`src/rtl/hazard_stall_ctrl.sv`:
```
// Pipeline hazard/stall controller for the 5-stage MIPS core, sitting beside ID.
// Detects load-use and branch-in-ID operand hazards, holds the whole pipeline
// while data memory is busy, and counts bubble cycles in a saturating counter.
// Control outputs are combinational so a hazard stalls in the cycle it is seen;
// the FSM only stretches stalls that last longer than one cycle.
module hazard_stall_ctrl #(
  parameter int REG_AW       = 5,
  parameter int LOAD_LAT     = 1,
  parameter int BRANCH_IN_ID = 1,
  parameter int CNT_W        = 16
) (
  input  logic              clk_i,
  input  logic              rst_i,
  input  logic              id_ex_memread_i,
  input  logic              id_ex_regwrite_i,
  input  logic [REG_AW-1:0] id_ex_rd_i,
  input  logic              ex_mem_memread_i,
  input  logic [REG_AW-1:0] ex_mem_rd_i,
  input  logic [REG_AW-1:0] if_id_rs_i,
  input  logic [REG_AW-1:0] if_id_rt_i,
  input  logic              if_id_rs_used_i,
  input  logic              if_id_rt_used_i,
  input  logic              if_id_branch_i,
  input  logic              branch_taken_i,
  input  logic              mem_busy_i,
  input  logic              cnt_clr_i,
  output logic              pc_write_o,
  output logic              if_id_write_o,
  output logic              bubble_o,
  output logic              flush_o,
  output logic              freeze_o,
  output logic [CNT_W-1:0]  stall_cnt_o
);

  typedef enum logic [1:0] {
    S_IDLE   = 2'd0,
    S_STALL  = 2'd1,
    S_FREEZE = 2'd2
  } state_t;

  localparam bit         BR_ID  = (BRANCH_IN_ID != 0);
  localparam logic [3:0] LAT_N  = 4'(LOAD_LAT);

  state_t             state_q, state_d;
  state_t             ret_q, ret_d;
  logic [2:0]         rem_q, rem_d;
  logic [CNT_W-1:0]   cnt_q;

  state_t             eff_state;
  logic               br_chk;
  logic               hit_lu, hit_ba, hit_bl, any_hit;
  logic [3:0]         n_lu, n_max;
  logic               stall;

  // A source register hazards only if the ID instruction really reads it; $0 never does.
  function automatic logic reg_match(input logic [REG_AW-1:0] r,
                                     input logic [REG_AW-1:0] rs,
                                     input logic [REG_AW-1:0] rt,
                                     input logic              rs_used,
                                     input logic              rt_used);
    return (r != '0) && ((rs_used && (r == rs)) || (rt_used && (r == rt)));
  endfunction

  // Hazard detection and bubble-count selection (largest requirement wins).
  always_comb begin
    br_chk  = BR_ID && if_id_branch_i;
    hit_lu  = id_ex_memread_i &&
              reg_match(id_ex_rd_i, if_id_rs_i, if_id_rt_i, if_id_rs_used_i, if_id_rt_used_i);
    hit_ba  = br_chk && id_ex_regwrite_i && !id_ex_memread_i &&
              reg_match(id_ex_rd_i, if_id_rs_i, if_id_rt_i, if_id_rs_used_i, if_id_rt_used_i);
    hit_bl  = br_chk && ex_mem_memread_i &&
              reg_match(ex_mem_rd_i, if_id_rs_i, if_id_rt_i, if_id_rs_used_i, if_id_rt_used_i);
    any_hit = hit_lu || hit_ba || hit_bl;
    n_lu    = LAT_N + {3'b000, br_chk};
    n_max   = '0;
    if (hit_ba || hit_bl) n_max = 4'd1;
    if (hit_lu && (n_lu > n_max)) n_max = n_lu;
  end

  // Next-state logic. A FREEZE cycle with memory ready behaves exactly like the
  // stored state, so the interrupted stall resumes without losing a cycle.
  always_comb begin
    // NOTE: every signal gets a default first so no path leaves it unassigned (no latch).
    state_d   = state_q;
    ret_d     = ret_q;
    rem_d     = rem_q;
    eff_state = (state_q == S_FREEZE) ? ret_q : state_q;
    stall     = (eff_state == S_STALL) || ((eff_state == S_IDLE) && any_hit);

    if (mem_busy_i) begin
      state_d = S_FREEZE;
      ret_d   = eff_state;
    end else begin
      case (eff_state)
        S_STALL: begin
          rem_d   = rem_q - 3'd1;
          state_d = (rem_q == 3'd1) ? S_IDLE : S_STALL;
        end
        default: begin
          state_d = S_IDLE;
          if (any_hit && (n_max > 4'd1)) begin
            rem_d   = 3'(n_max - 4'd1);
            state_d = S_STALL;
          end
        end
      endcase
    end
  end

  // Pipeline control outputs: reset forces normal flow, freeze beats stall.
  always_comb begin
    pc_write_o    = 1'b1;
    if_id_write_o = 1'b1;
    bubble_o      = 1'b0;
    flush_o       = 1'b0;
    freeze_o      = 1'b0;
    if (!rst_i) begin
      if (mem_busy_i) begin
        freeze_o      = 1'b1;
        pc_write_o    = 1'b0;
        if_id_write_o = 1'b0;
      end else if (stall) begin
        pc_write_o    = 1'b0;
        if_id_write_o = 1'b0;
        bubble_o      = 1'b1;
      end else begin
        flush_o       = branch_taken_i;
      end
    end
  end

  // State, remaining-bubble and saturating counter registers.
  always_ff @(posedge clk_i) begin
    // NOTE: sequential state uses non-blocking assignments so all registers update together.
    if (rst_i) begin
      state_q <= S_IDLE;
      ret_q   <= S_IDLE;
      rem_q   <= '0;
      cnt_q   <= '0;
    end else begin
      state_q <= state_d;
      ret_q   <= ret_d;
      rem_q   <= rem_d;
      if (cnt_clr_i)                       cnt_q <= '0;
      else if (bubble_o && (cnt_q != '1))  cnt_q <= cnt_q + 1'b1;
    end
  end

  assign stall_cnt_o = cnt_q;

endmodule

```
`config.mk`:
```
export PLATFORM = sky130hd
export DESIGN_NAME = hazard_stall_ctrl
export DESIGN_NICKNAME = d
export VERILOG_FILES = /design/src/rtl/hazard_stall_ctrl.sv
export SDC_FILE = /design/constraint.sdc
export NUM_CORES = 1
export LEC_CHECK = 0
export ABC_AREA = 1
export CAP_MARGIN = 15
export CELL_PAD_IN_SITES_DETAIL_PLACEMENT = 0
export CELL_PAD_IN_SITES_GLOBAL_PLACEMENT = 1
export CORE_ASPECT_RATIO = 1.25
export CORE_MARGIN = 3
export CORE_UTILIZATION = 34
export DETAILED_ROUTE_END_ITERATION = 6
export PLACE_DENSITY_LB_ADDON = 0.12
export SLEW_MARGIN = 20
export SYNTH_ARGS = -nofsm -noshare
export SYNTH_HDL_FRONTEND = slang
export SYNTH_SLANG_ARGS = --single-unit
```
`constraint.sdc`:
```
create_clock -name clk_i -period 3.4 [get_ports clk_i]
set_input_delay 0.68 -clock clk_i [delete_from_list [all_inputs] [get_ports clk_i]]
set_output_delay 0.68 -clock clk_i [all_outputs]
set_load 0.01 [all_outputs]
```
======== Word-level counts from Yosys, hierarchy flattened ========
Index checks and enable logic that the tools add are counted.
word-level totals
  flip-flop bits (word level) ............. 23
  latch bits .............................. 0
  memory bits (writable) .................. 0
  memory bits (read-only) ................. 0
  input port bits ......................... 31
  output and inout bits ................... 21
  word-level logic and storage cells ...... 70
  memories ................................ 0
cells by class
  add/subtract/negate cells ............... 4
  multiply operators ...................... 0
  div/mod/pow operators ................... 0
  magnitude comparators ................... 2
  equal/unequal tests ..................... 8
  shift-type cells ........................ 0
  mux-type cells .......................... 20
  bitwise logic cells ..................... 1
  reductions and logical operators ........ 30
operators with widths
  operator                                                       count
  == test 5 bit                                                  4
  adder 16 x 1 -> 16 bit, second input constant                  1
  logical AND 1 bit                                              16
  != test 16 bit, second input constant                          1
  two-way mux 1 bit                                              15
  nonzero test 5 bit                                             2
  logical OR 1 bit                                               6
  two-way mux 2 bit                                              3
  two-way mux 3 bit                                              2
  subtractor 3 x 1 -> 3 bit, second input constant               2
  greater-than comparator 4 x 1 -> 1 bit, second input constant  1
  OR reduction 2 bit                                             2
  == test 3 x 1 -> 1 bit, second input constant                  1
  adder 1 x 1 -> 2 bit, first input constant                     1
  == test 2 x 1 -> 1 bit, second input constant                  1
  == test 2 bit, second input constant                           1
  greater-than comparator 2 x 1 -> 1 bit                         1
  zero test 2 bit                                                1
  AND reduction 2 bit                                            1
  nonzero test 2 bit                                             1
  zero test 1 bit                                                1
  inverter 1 bit                                                 1

======== Longest topological paths before layout ========
Gate-level depths: netlist of the first run.
  word-level depth ........................ 15
  gate-level depth with buffers ........... 14
  gate-level depth less buffers ........... 14

======== Worst setup path after synthesis of the first run ========
Ideal clock, no wire load.
  kind .................................... input to output
  start ................................... input port ex_mem_rd_i[2]
  end ..................................... output port pc_write_o
  arrival ................................. 2035 ps
  required time ........................... 2720 ps
  slack ................................... 685 ps
  cell stages on the path ................. 11
  path buffers ............................ 2
  cells stage by stage .................... nor3_1 > nand3_1 > nand3_1 > inv_2 > nand2_1 > nand2_1 > nand2_1 > nand2_4 > buf_2 > o21ai_0 > buf_4
on the way
  word-level cells in the longest chain between the ends .. 11
  elaborated cells on any way between the ends .. 14
  those cells by class .................... eq/ne: 2; mux: 3; reduce/logical: 9
RTL lines
  element                            line  RTL
  start, declared                    18    input logic [REG_AW-1:0] ex_mem_rd_i,
  == test 5 bit                      61    return (r != '0) && ((rs_used && (r == rs)) || (rt_used && (r == rt)));
  logical AND 1 bit                  61
  logical OR 1 bit                   61
  logical AND 1 bit *                61
  logical AND 1 bit *                71    hit_bl = br_chk && ex_mem_memread_i &&
  logical OR 1 bit *                 73    any_hit = hit_lu || hit_ba || hit_bl;
  logical AND 1 bit *                88    stall = (eff_state == S_STALL) || ((eff_state == S_IDLE) && any_hit);
  logical OR 1 bit *                 88
  two-way mux 1 bit * (3 in series)  n/a
  end, declared                      27    output logic pc_write_o,
Every way passes the cells marked *; elsewhere a longest branch is shown, timed or not.

======== Worst setup path after layout of the first run ========
  start ................................... input port id_ex_rd_i[3]
  end ..................................... output port flush_o
on the way
  word-level cells in the longest chain between the ends .. 12
  elaborated cells on any way between the ends .. 16
  those cells by class .................... eq/ne: 2; mux: 3; reduce/logical: 11
RTL lines
  element                               line    RTL
  start, declared                       16      input logic [REG_AW-1:0] id_ex_rd_i,
  == test 5 bit                         61
  logical AND 1 bit                     61
  logical OR 1 bit                      61
  logical AND 1 bit *                   61
  logical AND 1 bit (on tied branches)  67, 69
  logical OR 1 bit * (2 in series)      73
  logical AND 1 bit *                   88
  logical OR 1 bit *                    88
  two-way mux 1 bit *                   122     end else if (stall) begin
  two-way mux 1 bit *                   118     if (mem_busy_i) begin
  two-way mux 1 bit *                   117     if (!rst_i) begin
  end, declared                         30      output logic flush_o,
Marks and branches as above.

==> flow_summary.yaml, run 1 <==
timing:
  setup_repair_after_global_routing_missed_its_margin: "no"
  period_minus_slack_ps: 2970
  fin_skew_ps: 5.92
  timing.final.setup_violations: 0
  max_clk_rate_ghz: 0.336
  max_slew_margin: 0.679
  timing.final.max_slew_violations: 0
  worst-slew-pin-transition_ps: 480
  hold_viol: 0
  layout_worst_path_cycle_share: 0.875
finish:
  mostFrequentLayoutCell: "nand2_1"
  nets: 365
  mostFrequentLayoutCells: "79 x nand2_1, 44 x clkdlybuf4s50_1, 33 x inv_1"
  final_core_util: 0.490
  drive_gt1_frac: 0.0608
  layout.area.seq_um2: 460
  multi_input_comb_area_um2: 1090
  post-route-cell-area_um2: 2370
  area_growth_syn_to_layout_pct: 37.0
  n_antenna_cell: 0
  num-fill-cells: 532
synth:
  synthCells: 277
  synth_top_area_share: 0.266
  post_synthesis_net_count: 312
  mappedNetlistArea_um2: 1730
  post-synth-top-area-cell: "dfxtp_1"
  synth.ff_latch_count: 23
  ys_seq_area_frac: 0.266
  syn-mean-instance-area_um2: 6.24
  synth.distinct_cells: 28
  synth_area_leaders: "dfxtp_1 27%, nand2_1 17%, inv_1 7.4%, nand4_1 6.5%, nor2_1 6.5%"
  ys_warn_count: 0
pwr:
  power_mw: 0.561
  max-vdd-ir-drop_mv: 0.162
  power.leakage_nw: 1.08
  cell_area_power_density_nw_per_um2: 237
run_status:
  run_status: "finished clean"
worst_setup_path:
  worstRegToRegCells: 7
  arrival_ps: 2290
  critical_path.reg2reg.endpoint: "stall_cnt_o[10]$_SDFFE_PP0P_"
  cpMostUsedCell: "nand2_1"
  crit_chain: "clkdlybuf4s50_1 > inv_2 > nand2_1 > nand2_1 > nor2_1 > nand3_1 > nand2_1 > nand3_1 > nand2_1 > nand2_2 > nand2_4 > buf_4 > nor2_1 > dlymetal6s2s_1"
  timing.critical_path.slowest_cell_delay_ps: 520
  launching_element_of_the_worst_setup_path: "id_ex_rd_i[3]"
  crit_slowest_cell: "clkdlybuf4s50_1"
  cp-start-kind: "input port"
  worst_setup_path_endpoint: "flush_o"
  path_max_fanout: 3
  required_ps: 2720
  timing_worst_setup_path_type: "input port to primary output"
  worstSetupEndpointType: "primary output"
  timing.reg2reg.setup_slack_ps: 1280
  worstReg2RegStart: "stall_cnt_o[0]$_SDFFE_PP0P_"
clocking:
  clk_root_buffer_cell: "clkbuf_8"
  postCtsSetupRepairBufs: 0
  hold_buf_cts: 0
  cts_num_sinks: 23
  htreeDepth: 1
  clk_path_buf_depth: 2
  cts_tree: "yes"
  clk-insertion-delay-late_ps: 270
  clk_transition_reported_paths_ps: 90
  tritoncts.num_buffers: 3
grt:
  antenna_found_initial: 0
  first_global_vias: 1898
  grt_start_max_net_pins: 19
  grt_first_pass_wirelength_mm: 8.50
  global_route.usage.total: 0.169
  grt.overflow.total: 0
die:
  fp.dieArea_um2: 5980
  dieWidth_um: 69.8
  initial_utilization: 0.358
  floorplan.rows: 28
  fp.dieH_um: 85.7
  top_level_ports: 52
  core_um2: 4830
detailed_routing:
  drt_met1_wl_mm: 2.09
  routed-wl-met2_mm: 2.50
  drc_errors: 0
  wire_length_reported_by_the_detailed_router_mm: 4.81
  num_vias: 1879
  drt_first_pass_iters: 4
  route.detailed.wl_per_inst_um: 12.4
  top_signal_layer_used: "met4"
  routed_via_density: 4.83
  detail_route.iter0.violations: 68
  final_antenna_net_count: 0
  dr_wl_met3_um: 184
placement:
  dp.final_hpwl_mm: 3.75
  detailed_place.area_um2: 2300
  place.port_buffers: 51
  place.gp.congestion: 0.800
worst_hold_path:
  min-delay-path-class: "flip-flop to flip-flop"
flow_run:
  cap_violations: 0
==> per-stage QoR <==
step / hold WS [ps] / setup TNS [ps] / cells / setup WS [ps]
after floorplan: 429 / 0 / 277 / 685
after global placement: 440 / 0 / 385 / 10.5
after detailed placement: 447 / -92.1 / 385 / -48.3
after CTS: 470 / 0 / 389 / 13.9
after global routing: 492 / 0 / 389 / 230
final: 467 / 0 / 389 / 425
==> flip-flops by register name (all words and copies together) (netlist names) <==
register,cells
rem_q,3
state_q,2
ret_q,2
stall_cnt_o,16
==> report_power, final <==
group / total [mW] / internal (mW) / switching, mW
clock: 0.177 / 0.0820 / 0.0946
sequential: 0.271 / 0.270 / 0.000695
combinational: 0.114 / 0.0554 / 0.0581
==> area by class of cell <==
cell class,instances,share of cell area
Multi-Input combinational cell,208,0.459
Clock inverter,1,0.00211
Clock buffer,3,0.0174
Tap cell,60,0.0317
Inverter,40,0.0634
Sequential cell,23,0.194
Timing Repair Buffer,54,0.232
==> layer usage <==
metal  vias up  GRT usage
li1        998          -
met4         0     0.0401
met3         4     0.0328
met5         -          0
met1       845      0.205
met2        32      0.308
==> critical path, delay by kind of cell <==
family	cells	cell delay [ps]
buf+inv	4	850
simple gates	10	770
==> how the worst min path moves through the flow <==
stage / from / to / slack (ps) / depth (start not counted)
6_report: ret_q[0]$_SDFFE_PP0P_ / ret_q[0]$_SDFFE_PP0P_ / 470 / 2
5_1_grt: ret_q[0]$_SDFFE_PP0P_ / ret_q[0]$_SDFFE_PP0P_ / 490 / 2
4_1_cts: ret_q[0]$_SDFFE_PP0P_ / ret_q[0]$_SDFFE_PP0P_ / 470 / 2
3_5_place_dp: ret_q[0]$_SDFFE_PP0P_ / ret_q[0]$_SDFFE_PP0P_ / 450 / 2
3_3_place_gp: ret_q[0]$_SDFFE_PP0P_ / ret_q[0]$_SDFFE_PP0P_ / 440 / 2
2_1_floorplan: ret_q[0]$_SDFFE_PP0P_ / ret_q[0]$_SDFFE_PP0P_ / 430 / 2
==> cell usage after synthesis (all sizes together) <==
| cell | instances |
|---|---|
| o21ai | 11 |
| a31oi | 1 |
| nor4 | 1 |
| nor3 | 5 |
| nand3 | 15 |
| ha | 4 |
| nand2 | 81 |
| o22ai | 1 |
| buf | 3 |
| o31ai | 1 |
| mux2i | 1 |
| a21oi | 21 |
| nand4 | 19 |
| nor2 | 30 |
| dfxtp | 23 |
| inv | 40 |
| xnor2 | 6 |
| a21o | 1 |
| xor2 | 10 |
| clkbuf | 3 |
==> cell families (layout without fill, tap and decap cells) <==
logic type	after synthesis	in the layout	synth area share
AO/OA/AOI/OAI	36	36	0.111
XOR/XNOR	16	16	0.0810
adder cells (fa/ha/maj)	4	4	0.0289
buffers and inverters	46	98	0.107
flip-flops	23	23	0.266
multiplexers	1	1	0.00579
AND/OR/NAND/NOR	151	151	0.400
==> timing repair <==
| item | CTS | global route |
|---|---|---|
| pin swaps | 0 | 0 |
| endpoints found under the setup margin | 2 | 4 |
| resized for setup | 1 | 11 |
(Power assumes the default switching activity.)
==> run 2: changes to the inputs <==
--- a/config.mk
+++ b/config.mk
@@ -12,6 +12,7 @@
 export CORE_ASPECT_RATIO = 1.25
 export CORE_MARGIN = 3
 export CORE_UTILIZATION = 34
+export CTS_CLUSTER_SIZE = 20
 export DETAILED_ROUTE_END_ITERATION = 6
 export PLACE_DENSITY_LB_ADDON = 0.12
 export SLEW_MARGIN = 20
==> results of run 2 <==
No change in the layout: final DEF, timing and power equal those of run 1.
==> run 3: changes to the inputs <==
--- a/config.mk
+++ b/config.mk
@@ -14,6 +14,7 @@
 export CORE_UTILIZATION = 34
 export CTS_CLUSTER_SIZE = 20
 export DETAILED_ROUTE_END_ITERATION = 6
+export GPL_ROUTABILITY_DRIVEN = 0
 export PLACE_DENSITY_LB_ADDON = 0.12
 export SLEW_MARGIN = 20
 export SYNTH_ARGS = -nofsm -noshare
==> results of run 3 <==
No change in the layout: final DEF, timing and power equal those of run 1.
